[config.mk]
export PLATFORM = sky130hd
export DESIGN_NAME = round_arb_mux
export DESIGN_NICKNAME = d
export VERILOG_FILES = /design/src/rtl/round_arb_mux.sv
export SDC_FILE = /design/constraint.sdc
export NUM_CORES = 1
export LEC_CHECK = 0
export ABC_AREA = 1
export ABC_CLOCK_PERIOD_IN_PS = 1630
export CORE_UTILIZATION = 45
export CTS_BUF_LIST = sky130_fd_sc_hd__clkbuf_8
export DETAILED_ROUTE_END_ITERATION = 16
export DONT_BUFFER_PORTS = 1
export SLEW_MARGIN = 40
export SYNTH_ARGS = -nofsm -noshare
export SYNTH_HDL_FRONTEND = slang
export SYNTH_SLANG_ARGS = --single-unit
[constraint.sdc]
create_clock -name clk -period 1.63 [get_ports clk]
set_input_delay 0.2445 -clock clk [delete_from_list [all_inputs] [get_ports clk]]
set_output_delay 0.2445 -clock clk [all_outputs]
set_load 0.005 [all_outputs]
[src/rtl/round_arb_mux.sv]
// N-channel byte-stream arbiter/mux feeding SubBytes.
// Arbitration is locked per block; output is a single register.
module round_arb_mux #(
  parameter int DATA_W      = 8,
  parameter int NUM_CH      = 2,
  parameter int BLOCK_BYTES = 16,
  parameter int ARB_MODE    = 0,
  localparam int CH_W = (NUM_CH > 1) ? $clog2(NUM_CH) : 1
) (
  input  logic                     clk,
  input  logic                     rst,
  input  logic [NUM_CH-1:0]        in_valid,
  input  logic [NUM_CH*DATA_W-1:0] in_data,
  output logic [NUM_CH-1:0]        in_ready,
  output logic [DATA_W-1:0]        dout,
  output logic                     dout_valid,
  output logic                     dout_last,
  output logic [CH_W-1:0]          dout_ch,
  input  logic                     dout_ready
);

  localparam int CNT_W = $clog2(BLOCK_BYTES) + 1;

  if (NUM_CH < 2 || NUM_CH > 16 || BLOCK_BYTES < 1) begin : g_param_chk
    $error("round_arb_mux: illegal NUM_CH or BLOCK_BYTES");
  end

  typedef enum logic {IDLE, LOCK} state_t;

  state_t            state, state_n;
  logic [CH_W-1:0]   owner, owner_n;
  logic [CH_W-1:0]   rr_ptr, rr_n;
  logic [CH_W-1:0]   win, acc_ch;
  logic [CNT_W-1:0]  cnt, cnt_n;
  logic              found;
  logic              load_ok;
  logic              acc;
  logic              last_n;
  logic [NUM_CH-1:0] grant;

  function automatic logic [CH_W-1:0] next_ch(
    input logic [CH_W-1:0] c
  );
    if (int'(c) == NUM_CH - 1) return '0;
    return c + CH_W'(1);
  endfunction

  always_comb begin
    win   = '0;
    found = 1'b0;
    if (ARB_MODE == 0) begin
      for (int i = 0; i < NUM_CH; i++) begin
        if (in_valid[i]) begin
          win   = CH_W'(i);
          found = 1'b1;
        end
      end
    end else begin
      for (int k = 0; k < NUM_CH; k++) begin
        if (!found &&
            in_valid[(int'(rr_ptr) + k) % NUM_CH]) begin
          win   = CH_W'((int'(rr_ptr) + k) % NUM_CH);
          found = 1'b1;
        end
      end
    end
  end

  always_comb begin
    grant = '0;
    if (state == IDLE) begin
      if (found) grant[win] = 1'b1;
    end else begin
      grant[owner] = 1'b1;
    end
  end

  assign load_ok  = !dout_valid || dout_ready;
  assign in_ready = (rst || !load_ok) ? '0 : grant;
  assign acc      = |(in_valid & in_ready);
  assign acc_ch   = (state == IDLE) ? win : owner;

  always_comb begin
    state_n = state;
    owner_n = owner;
    cnt_n   = cnt;
    rr_n    = rr_ptr;
    last_n  = 1'b0;
    if (acc) begin
      unique case (state)
        IDLE: begin
          if (BLOCK_BYTES == 1) begin
            last_n = 1'b1;
            rr_n   = next_ch(win);
          end else begin
            owner_n = win;
            cnt_n   = CNT_W'(1);
            state_n = LOCK;
          end
        end
        LOCK: begin
          if (cnt == CNT_W'(BLOCK_BYTES - 1)) begin
            last_n  = 1'b1;
            cnt_n   = '0;
            state_n = IDLE;
            rr_n    = next_ch(owner);
          end else begin
            cnt_n = cnt + CNT_W'(1);
          end
        end
        default: state_n = IDLE;
      endcase
    end
  end

  always_ff @(posedge clk) begin
    if (rst) begin
      state      <= IDLE;
      owner      <= '0;
      cnt        <= '0;
      rr_ptr     <= '0;
      dout       <= '0;
      dout_valid <= 1'b0;
      dout_last  <= 1'b0;
      dout_ch    <= '0;
    end else begin
      state  <= state_n;
      owner  <= owner_n;
      cnt    <= cnt_n;
      rr_ptr <= rr_n;
      if (acc) begin
        dout       <= in_data[acc_ch*DATA_W +: DATA_W];
        dout_valid <= 1'b1;
        dout_last  <= last_n;
        dout_ch    <= acc_ch;
      end else if (dout_ready) begin
        dout_valid <= 1'b0;
      end
    end
  end

endmodule

== Word-level counts from Yosys, hierarchy flattened ==
Cells that the tools add are included.
Cells by class
  add/subtract/negate cells: 1
  order comparisons: 4
  eq/ne operators: 1
  shifts and indexed selects: 1
  mux-type cells: 19
  bitwise logic cells: 2
  reductions and logical operators: 8
Operators by type and width (count)
  16-bit by 5-bit indexed part select with 8-bit output: 1
  1-bit two-way mux: 11
  5-bit case mux with 2 select lines: 1
  2-bit two-way mux: 3
  5-bit by 1-bit adder with 5-bit output (second input constant): 1
  5-bit by 4-bit equality test with 1-bit output (second input constant): 1
  5-bit two-way mux: 1
  1-bit by 2-bit less-than comparator with 1-bit output (second input constant): 2
  2-bit AND: 1
  1-bit demux with 1-bit select: 2
  1-bit greater-or-equal comparator (second input constant): 2
  1-bit logical AND: 2
  1-bit zero test: 2
  1-bit logical OR: 2
  1-bit case mux with 2 select lines: 1
  2-bit nonzero test: 1
  2-bit OR reduction: 1
  1-bit NOT: 1
Storage, ports and cells
  flip-flop bits (word level): 17
  input bits: 21
  output and inout bits: 13
  logic and storage cells: 42

== Longest topological paths before layout ==
Gate-level depths: netlist of the first run.
  word-level depth: 11
  mapped depth: 10
  mapped depth without buffers: 8

== Worst setup path after synthesis of the first run ==
OpenSTA, ideal clock, no wires.
  path kind: reg-to-reg
  start: register state
  end: register cnt[0]
  library setup time: 0.112 ns
  arrival: 1.127 ns
  data required time: 1.518 ns
  slack: 0.392 ns
  cell stages (with the launch flop): 10
  path buffers: 2
  period minus slack after synthesis: 1.238 ns
  cells stage by stage: dfxtp_1 > buf_6 > nand2_1 > nand2_4 > nand3_4 > nand2_4 > inv_4 > buf_8 > nor2_2 > nor2_1
Between the ends
  longest elaborated chain between the ends: 4
  elaborated cells on any way between the ends: 6
  classes of those cells: mux: 3; bitwise: 2; reduce/logical: 1
Ends and longest elaborated chain
  start, declared: line 30  | state_t state, state_n;
  start signal, assigned: line 127  | state <= state_n;
  2-bit two-way mux: line 71  | if (state == IDLE) begin
  2-bit two-way mux: line 79  | assign in_ready = (rst || !load_ok) ? '0 : grant;
  2-bit AND: line 80  | assign acc = |(in_valid & in_ready);
  2-bit OR reduction: line 80
  end signal, assigned: line 129  | cnt <= cnt_n;
  end, declared: line 34  | logic [CNT_W-1:0] cnt, cnt_n;
Parallel ways exist; a longest one is shown, timed or not.
A chain may end at the register's enable or synchronous reset.

== Worst setup path in the final report of the first run ==
  start: register state
  end: output port in_ready[1]
Between the ends
  longest elaborated chain between the ends: 2
Ends and longest elaborated chain
  2-bit two-way mux: line 71
  2-bit two-way mux: line 79
  end, declared: line 14  | output logic [NUM_CH-1:0] in_ready,
No other way between the ends.

==> results of run 1 <==
worst paths after layout:
check	startpoint	cells after the start	slack (ns)	endpoint
max	state	4	0.15	in_ready[1]
min	rst	1	0.06	cnt[2]
max reg2reg	dout_valid	8	0.29	dout[7]
min reg2reg	cnt[4]	2	0.46	cnt[4]
per-stage QoR:
step | setup WS (ns) | power, mW | cell area, µm² | cells
after floorplan | 0.3918 | 0.6373 | 989.7 | 143
after global placement | 0.1944 | 0.6565 | 999.7 | 168
after detailed placement | 0.1589 | 0.6588 | 999.7 | 168
after CTS | 0.009512 | 0.9765 | 1047 | 172
after global routing | 0.03917 | 1.023 | 1049 | 172
final | 0.1461 | 0.9630 | 1049 | 172
routing by layer:
metal	share of wire, %	vias up	wire length, µm	global-route usage [%]
met5	0	-	0	0
met4	0	0	0	5.882
met3	4.5	0	88	3.427
met2	51	20	999	31.48
met1	45	377	885	21.88
li1	-	450	-	-
cell type report:
cell class / count / area [µm²] / area share [%]
Timing Repair Buffer: 3 / 22.52 / 2.148
Sequential cell: 17 / 341.6 / 32.58
Clock inverter: 1 / 5.005 / 0.4773
Inverter: 10 / 43.79 / 4.177
Clock buffer: 3 / 41.29 / 3.938
Multi-Input combinational cell: 111 / 560.5 / 53.46
Tap cell: 27 / 33.78 / 3.222
placed cells by master (no fill, tap or decap):
cell type	synthesis	final
nand2_2	1	1
nor2_2	11	11
nand3b_1	12	12
nor3_1	1	1
nand2_4	2	2
dfxtp_1	17	16
clkinv_2	0	2
nor2_1	21	21
nand3_2	2	2
nand3_4	1	1
ha_1	1	1
inv_4	2	2
a21oi_1	5	5
xor2_1	1	1
dfxtp_2	0	1
clkbuf_8	0	3
inv_1	7	7
nand2_1	48	48
o21ai_0	2	2
buf_4	2	3
nand3_1	3	3
Yosys cell counts (2+ instances only):
cell / count
dfxtp_1: 17
nor2_1: 21
a21oi_1: 5
o21ai_0: 2
buf_4: 2
nand2_4: 2
inv_4: 2
nand3_2: 2
nand2_1: 48
inv_1: 7
nand3b_1: 12
nor2_2: 11
nand3_1: 3
sequential cells by signal, summed over array words and instances (netlist names):
register	count
dout	8
cnt	5
dout_last	1
dout_valid	1
dout_ch	1
state	1
power breakdown:
group          switching [mW]  internal (mW)  leakage, nW
combinational           0.109         0.0675        0.335
sequential             0.0265          0.447        0.139
clock                   0.144          0.169       0.0255
total                   0.280          0.683        0.500
cells by family (layout without fill, tap and decap cells):
| family | Yosys count | count (layout) |
|---|---|---|
| buffers and inverters | 15 | 17 |
| AO/OA/AOI/OAI | 7 | 7 |
| XOR/XNOR | 1 | 1 |
| adder cells (fa/ha/maj) | 1 | 1 |
| flip-flops | 17 | 17 |
| AND/OR/NAND/NOR | 102 | 102 |
what timing repair did:
action	in CTS	in global routing
hold buffers	0	0
setup endpoints to repair	1	1
resized for setup	1	1
==> flow_summary.json, run 1 <==
{
  "synth-async-reset-ratio_pct": 0,
  "core_area_um2": 2022,
  "cts_setup_buffers": 0,
  "cp_slowest_cell": "dfxtp_2",
  "period_needed_ns": 1.484,
  "portBuffers": 0,
  "synth_mux_area_share_pct": 0,
  "timing.fmax_mhz": 673.9,
  "cts_buffers": 3,
  "drt_wl_total_um": 1974,
  "synth_cell_types": 22,
  "hold_path_class": "in -> reg",
  "slew_headroom_pct": 72.03,
  "finalSetupTns_ns": 0,
  "setup_viol": 0,
  "postSynthCellCount": 143,
  "worst_pin_slew_ns": 0.4190,
  "place_congestion": 0.7809,
  "leakagePower_nw": 0.5002,
  "path_clk_slew_ns": 0.07,
  "synth_nets": 165,
  "clk_latency_ns": 0.25,
  "synth_edf_count": 0,
  "status": "complete, no violations",
  "drc": 0,
  "cp_cell_sequence": "nand2_1 > nand2_4 > clkinv_2 > nor2_1",
  "cp_max_fo": 10,
  "peakVddDrop_uv": 413.7,
  "fin_hold_ws_ns": 0.05631,
  "avgRoutedWirePerCell_um": 11.48,
  "ys_seq_area_share_pct": 34.39,
  "final_nets": 168,
  "track_usage_pct": 17.96,
  "max_cap_violations": 0,
  "area_growth_pct": 5.942,
  "grt_max_degree": 15,
  "viasPerCell": 4.924,
  "first_global_vias": 789,
  "cts_tree": "done",
  "ys.flop_type": "dfxtp_1",
  "antenna_found_initial": 0,
  "power_density_nw_per_um2": 918.5,
  "diodes": 0,
  "overflow": 0,
  "root_buffer": "clkbuf_8",
  "synthAdderAreaFrac_pct": 1.264,
  "synth_top_family_by_area": "simple AND/OR/NAND/NOR gates",
  "synth-simple-area-share_pct": 50.95,
  "fp.dieW_um": 48.90,
  "synth-seq-cells": 17,
  "ios": 34,
  "end_kind": "output pin",
  "drtIter0Drc": 8,
  "ant_nets": 0,
  "place_hpwl_um": 1459,
  "synthTopCellsByArea": "dfxtp_1 (34%), nand2_1 (18%), nand3b_1 (9.1%), nor2_1 (8.0%), nor2_2 (7.0%)",
  "worst_ep_required_time_ns": 1.39,
  "rsz0062_at_grt": "no",
  "fillers": 220,
  "grt_pass1_wl_um": 3367,
  "clock_skew_ns": 0.001008,
  "drive_above_1_share_pct": 19.31,
  "fp-row-count": 16,
  "slew_violations": 0,
  "clkSinkCount": 17,
  "synth_area_um2": 989.7,
  "synth-compound-area-share_pct": 3.540,
  "hold_viol_final": 0,
  "synth_xor_xnor_area_share_pct": 0.8850,
  "yosysTopAreaCell": "dfxtp_1",
  "cp.arrival_ns": 1.24,
  "die_y_um": 48.90,
  "cp_slowest_stage_delay_ns": 0.41,
  "finalCritPeriodShare_pct": 91.04,
  "critPathKind": "reg -> out",
  "dieArea_um2": 2391,
  "startpoint_type": "register",
  "num_vias": 847,
  "yosysWarnings": 0,
  "initial_core_util_pct": 48.95,
  "cpLargestDelayFamily": "simple AND/OR/NAND/NOR gates",
  "drt_pass1_iterations": 4,
  "cts_max_path_buffers": 2,
  "path_buf_inv": 1,
  "fin_util_pct": 51.86,
  "synth.top_cell.area_share_pct": 34.39,
  "cts.htree.levels": 1,
  "postSynthAreaPerCell_um2": 6.921
}
(Power assumes the default switching activity.)
==> inputs of run 2 (changes only) <==
Settings changed: PLACE_DENSITY set to 0.71.
==> run 2 against run 1 <==
Effect of this change:
- critical endpoint unchanged
- routed wire length grew 2.0%
- worst hold slack worse by 0.0025 ns
- critical path depth up 2
- highest routed layer is now met4
- setup slack better by 0.040 ns
- largest power group unchanged
- utilization rose by 0.062 points
- combinational power grew 5%
- non-clock buffer count stayed put
- global-route usage up 0.97 points
- power fell by 0.57%
- sequential power shrank 1%
- cell count unchanged
- die area unchanged
==> flow_summary.json, run 2 (same netlist as run 1, synthesis figures left out) <==
{
  "status": "complete, no violations",
  "max_cap_violations": 0,
  "drtIter0Drc": 14,
  "critPathCapture": "in_ready[1]",
  "rsz0062_at_grt": "no",
  "ant_nets": 0,
  "slew_violations": 0,
  "root_buffer": "clkbuf_8",
  "path_clk_slew_ns": 0.06,
  "fp-row-count": 16,
  "startpoint_type": "register",
  "end_kind": "output pin",
  "path_buf_inv": 3,
  "avgRoutedWirePerCell_um": 11.70,
  "num_vias": 854,
  "cts_tree": "done",
  "final_cell_mix": "nand2_1 (48), nor2_1 (20), dfxtp_1 (17), nor2_2 (12), nand3b_1 (12)",
  "area_growth_pct": 6.069,
  "top_register": "dout",
  "track_usage_pct": 18.93,
  "hold_path_class": "in -> reg",
  "cp_max_fo": 10,
  "r2r_slack_ns": 0.28,
  "grt_pass1_wl_um": 3463,
  "use_met3_pct": 5.919,
  "fin_hold_ws_ns": 0.05381,
  "worst_pin_slew_ns": 0.4394,
  "antenna_found_initial": 0,
  "dieArea_um2": 2391,
  "initial_core_util_pct": 48.95,
  "final_nets": 168,
  "clock_skew_ns": 0.0005720,
  "core_area_um2": 2022,
  "holdBufCountCts": 0,
  "fp.dieW_um": 48.90,
  "crit_path_frequent_cell": "inv_4",
  "hold_viol_final": 0,
  "overflow": 0,
  "diodes": 0,
  "cpLargestDelayFamily": "simple AND/OR/NAND/NOR gates",
  "drt_pass1_iterations": 4,
  "critPathKind": "reg -> out",
  "path_depth": 6,
  "place_congestion": 0.8520,
  "largest_reg_flops": 8,
  "reg.largest.list": "dout (8), cnt (5)",
  "mostFrequentLayoutCell": "nand2_1",
  "met2_usage_pct": 29.17,
  "cts.htree.levels": 1,
  "cp_slowest_stage_delay_ns": 0.31,
  "power_density_nw_per_um2": 912.2,
  "ff2ff_path_depth": 9,
  "drt_wl_total_um": 2013,
  "period_needed_ns": 1.444,
  "cp_slowest_cell": "dfxtp_1",
  "setup_viol": 0,
  "cts_setup_buffers": 0,
  "slew_headroom_pct": 70.68,
  "cts_max_path_buffers": 2,
  "met1_usage_pct": 23.37,
  "peakVddDrop_uv": 424.5,
  "worst_ep_required_time_ns": 1.39,
  "portBuffers": 0,
  "grt_max_degree": 15,
  "timing.fmax_mhz": 692.7,
  "clk_latency_ns": 0.25,
  "cp_cell_sequence": "buf_4 > inv_4 > nand2_2 > nand2_4 > inv_4 > nor2_2",
  "drive_above_1_share_pct": 18.62,
  "timing.rr.start": "state",
  "ios": 34,
  "finalSetupTns_ns": 0,
  "clkSinkCount": 17,
  "cts_buffers": 3,
  "p_total_mw": 0.9576,
  "die_y_um": 48.90,
  "crit_start": "state",
  "cp.arrival_ns": 1.20,
  "grt.busiest_layer": "met2",
  "drc": 0,
  "place_hpwl_um": 1493,
  "leakagePower_nw": 0.5027,
  "rr_endpoint": "cnt[1]",
  "viasPerCell": 4.965,
  "first_global_vias": 773,
  "finalCritPeriodShare_pct": 88.56
}
run 2: routing by layer:
metal	wire, µm	part of all wire, %	vias to the layer above
li1	-	-	448
met1	937	47	377
met2	917	46	25
met3	117	5.8	4
met4	40	2.0	0
met5	0	0	-
run 2: layout make-up:
| cell class | instances | area [µm²] |
|---|---|---|
| Clock inverter | 1 | 3.754 |
| Timing Repair Buffer | 3 | 22.52 |
| Fill cell | 204 | 972.2 |
| Inverter | 10 | 45.04 |
| Clock buffer | 3 | 41.29 |
| Tap cell | 27 | 33.78 |
| Sequential cell | 17 | 340.3 |
| Multi-Input combinational cell | 111 | 563.0 |
run 2: how the worst min path moves through the flow:
stage,start,to,slack (ns),cells after the start
2_1_floorplan,rst,cnt[2],0.31,1
3_3_place_gp,rst,cnt[2],0.32,1
3_5_place_dp,rst,dout_ch,0.32,1
4_1_cts,rst,cnt[2],0.05,1
5_1_grt,rst,cnt[2],0.04,1
6_report,rst,cnt[2],0.05,1
run 2: repair_timing:
| action | 4_1_cts | 5_1_grt |
|---|---|---|
| setup endpoints to repair | 1 | 1 |
| resized for setup | 1 | 2 |
| cloned | 0 | 0 |
run 2: power breakdown:
group	internal (mW)	total (mW)	leakage (nW)	switching, mW
Clock	0.167	0.304	0.0269	0.137
Combinational	0.0697	0.185	0.337	0.115
Sequential	0.446	0.468	0.139	0.0217
run 2: worst register-to-register path, delay by kind of cell, from the launching register on:
kind,cells,cell delay (ns)
DFF,1,0.31
and+or+nand+nor,6,0.53
buffers and inverters,3,0.46
run 2: per-stage QoR:
step | instances | worst slack (ns) | util (%) | area (µm²)
floorplan | 143 | 0.3918 | - | 989.7
global placement | 168 | 0.2684 | 49.44 | 999.7
detailed placement | 168 | 0.2239 | 49.44 | 999.7
CTS | 172 | 0.08016 | 51.73 | 1046
global route | 172 | 0.1096 | 51.92 | 1050
finish | 172 | 0.1865 | 51.92 | 1050
==> RTL change 1, RTL diff (settings of run 2) <==
Change the parameter `DATA_W` from 8 to 7.
--- a/src/rtl/round_arb_mux.sv
+++ b/src/rtl/round_arb_mux.sv
@@ -3,3 +3,3 @@
 module round_arb_mux #(
-  parameter int DATA_W      = 8,
+  parameter int DATA_W      = 7,
   parameter int NUM_CH      = 2,
Interface: changed (resized dout and in_data); port bits go from 34 to 31. The function was not compared with the original's and may differ.
==> RTL change 1 against run 2 <==
Setup slack worse by 0.030 ns; clock skew hardly changed; power rose by 0.51%; sequential cell count down 1; design area down 6.1%; synthesized area down 7.1%; via count decreased by 4.6%; wire length down 13%; critical endpoint is now state.
==> RTL change 1: results (changes against run 2) <==
Iteration-0 DRC Markers 19 (+5); number of buffers inserted to repair setup after CTS 0 (unchanged); fraction of met3 tracks used by global routing 0.0462 (-0.0130); largest incremental delay on the critical path 0.44 ns (+0.13 ns); worst-case vdd ir drop 592 uV (+39%); met1 wire length 787 um (-16%); most used flip-flop cell after synthesis dfxtp_1; largest net degree at the start of global routing 24 (+9); Detail Placement HPWL 1.30 mm (-13%); synth top area cells dfxtp_1, nand2_1, nor2_1, inv_1, nand3_1; final wirelength 1.74 mm (-13%); Met3 Routed Length 103 um (-12%); worst reg2reg endpoint state; run status complete, no violations; filler cell count in the final layout 192 (-5.9%); met2 Resource Use GR 0.253 (-0.0389); number of nets in the synthesized netlist 161 (-2.4%); clock network latency to the later pin of the worst-skew pair 0.25 ns (about the same); wire length of the first global-routing pass 2.57 mm (-26%); clock skew after layout 0.000785 ns (+0.000213 ns); reg2reg setup slack 0.16 ns (-0.12 ns); worst flop-to-flop path startpoint dout_ch; cell with the biggest individual delay on the critical path dfxtp_1; Least-Margin Pin Slew 0.407 ns (-0.0326 ns); highest routed metal layer met4; Met2 Wirelength 822 um (-10%); overall track demand over capacity in global routing 0.164 (-0.0251); Max H-tree Level 1 (unchanged); Worst R2R Path Depth 7 (-2); top flop regs dout (7), cnt (5); Post-synth top cells nand2_1, nor2_1, inv_1; GR Util met1 0.209 (-0.0249); Vias 815 (-4.6%); share of final-layout standard cells stronger than drive strength 1 0.112 (-0.0743); highest fanout seen on the critical path 23 (+13); data arrival time of the critical path 1.62 ns (+0.42 ns); library cells used by synthesis 20 (-9.1%); class of the tightest hold or removal check in2reg; antenna violations before repair 0 (unchanged); number of global-route vias before repair 615 (-20%); sequential share of the synthesized area 0.348 (+0.00443); global placer's final weighted congestion 0.837 (-1.8%); number of buffers inserted during clock tree synthesis 3 (unchanged); yosys warns 0 (unchanged); Worst Hold Depth 1 (unchanged); NetSw 0.266 mW (-3.0%); leakage power 0.501 nW (-0.43%)
-- RTL change 1: layout make-up --
cell class / instances / area [um^2] / share of cell area
inverter: 20 / 82.6 / 0.0838
sequential: 16 / 322 / 0.326
tap: 25 / 31.3 / 0.0317
timing repair buffer: 2 / 15.0 / 0.0152
clock buffer: 4 / 55.1 / 0.0558
multi-input combinational: 101 / 480 / 0.487
-- RTL change 1: cell families (layout without fill, tap and decap cells) --
group	Yosys count	after routing	synth area share
and+or+nand+nor	90	90	0.438
buffers and inverters	24	26	0.135
AOI/OAI and AO/OA	9	9	0.0558
DFF	16	16	0.348
adders and majority gates	1	1	0.0136
xor gates and xnor gates	1	1	0.00953
-- RTL change 1: stage by stage --
stage	hold WS, ns	std cells	TNS (ns)	setup slack (ns)	util
2_1_floorplan	0.307	141	0	0.346	-
3_3_place_gp	0.309	164	0	0.0335	0.508
3_5_place_dp	0.309	164	-0.0851	-0.0353	0.508
4_1_cts	0.0412	168	0	0.0779	0.541
5_1_grt	0.0357	168	0	0.0599	0.542
6_report	0.0456	168	0	0.156	0.542
-- RTL change 1: how the worst max path moves through the flow --
stage          startpoint         end  slack (ns)  cells after the start
2_1_floorplan       state  dout_valid        0.35                      9
3_3_place_gp        state       state        0.03                      7
3_5_place_dp        state       state       -0.04                      7
4_1_cts             state       state        0.08                      7
5_1_grt           dout_ch       state        0.06                      7
6_report          dout_ch       state        0.16                      7
-- RTL change 1: power by group through the flow --
stage	clock network [mW]	registers (mW)	logic [mW]
5_1_grt	0.377	0.456	0.183
3_5_place_dp	0	0.459	0.158
3_3_place_gp	0	0.458	0.155
6_report	0.353	0.450	0.159
2_1_floorplan	0	0.448	0.152
4_1_cts	0.365	0.450	0.160
==> RTL change 2, RTL diff (settings of run 2) <==
Without the edit above. One comparison of `cnt` changes from == to >=.
--- a/src/rtl/round_arb_mux.sv
+++ b/src/rtl/round_arb_mux.sv
@@ -101,3 +101,3 @@
         LOCK: begin
-          if (cnt == CNT_W'(BLOCK_BYTES - 1)) begin
+          if (cnt >= CNT_W'(BLOCK_BYTES - 1)) begin
             last_n  = 1'b1;
Formal check against the unedited RTL: no difference found for any inputs over 10 cycles, from zero or initial values and one cycle with rst high; that may be too few to reach the edited logic, so the function may still have changed.
==> RTL change 2 against run 2 <==
Clock skew rose by 0.0046 ns; sequential cell count stayed put; synthesized area is 3.7% higher; count of clock-buffer cells in the layout did not move; sequential share of layout area decreased by 1.6 points; setup slack got worse by 0.048 ns; power increased by 2.7%; design area rose by 6.2%; die area is 3.5% higher; wire length increased by 4.0%; sequential power up 2%; critical path type unchanged; largest power group unchanged; highest routed layer unchanged.
==> RTL change 2: results (changes against run 2) <==
buffering overhead 0.0135 (-0.00799); Post-synth top cells nand2_1, nor2_1, dfxtp_1; DR vias/cell 4.87 (-2.0%); wire length of the first global-routing pass 3.70 mm (+6.8%); number of nets in the synthesized netlist 174 (+5.5%); synth top area cells dfxtp_1, nand2_1, nor2_1, nand3b_1, nor2_2; Non-Clock Inverter Count 15 (+5); met1 wire length 899 um (-4.1%); global placer's final weighted congestion 0.843 (-1.1%); fraction of met3 tracks used by global routing 0.0278 (-0.0314); area of the mapped netlist 1030 um^2 (+3.7%); run status complete, no violations; final hold slack 0.0465 ns (-0.00727 ns); worst flop-to-flop path startpoint cnt[0]; number of global-route vias before repair 879 (+14%); largest incremental delay on the critical path 0.37 ns (+0.06 ns); area of the multi-input gates 617 um^2 (+9.6%); Iteration-0 DRC Markers 11 (-3); multi-input logic cell count 115 (+3.6%); GR Util met1 0.230 (-0.00411); data arrival time of the critical path 1.25 ns (+0.05 ns); leakage power 0.540 nW (+7.4%); overall track demand over capacity in global routing 0.197 (+0.00781); share of total power in combinational logic 0.197 (+0.004); share of final-layout standard cells stronger than drive strength 1 0.209 (+0.0229); relative max-transition margin 0.707 (about the same); routed length per instance 11.6 um (-0.65%); Clock buffers and inverters, area share 0.0415 (-0.00138); Detail Placement HPWL 1.50 mm (+0.54%); sequential cell fraction of total power 0.487 (-0.002)
[RTL change 2: how the worst max path moves through the flow]
stage | slack (ns) | endpoint | cells past startpoint
6_report | 0.14 | in_ready[1] | 3
3_3_place_gp | 0.15 | cnt[1] | 9
4_1_cts | 0.04 | cnt[1] | 9
2_1_floorplan | 0.22 | cnt[1] | 9
5_1_grt | -0.01 | cnt[1] | 9
3_5_place_dp | 0.06 | cnt[1] | 9
[RTL change 2: cell families (layout without fill, tap and decap cells)]
| kind of cell | count (synthesis) | in the layout | synth area share |
|---|---|---|---|
| simple gates | 105 | 105 | 0.495 |
| compound gates | 8 | 8 | 0.0634 |
| buf+inv | 19 | 21 | 0.0854 |
| flops | 17 | 17 | 0.332 |
| fa+ha+maj | 2 | 2 | 0.0244 |
[RTL change 2: worst max-delay path, delay by kind of cell (launching register included)]
family | cells | cell delay, ns
flip-flops | 1 | 0.37
AO/OA/AOI/OAI | 1 | 0.36
AND/OR/NAND/NOR | 1 | 0.16
buffers and inverters | 1 | 0.11
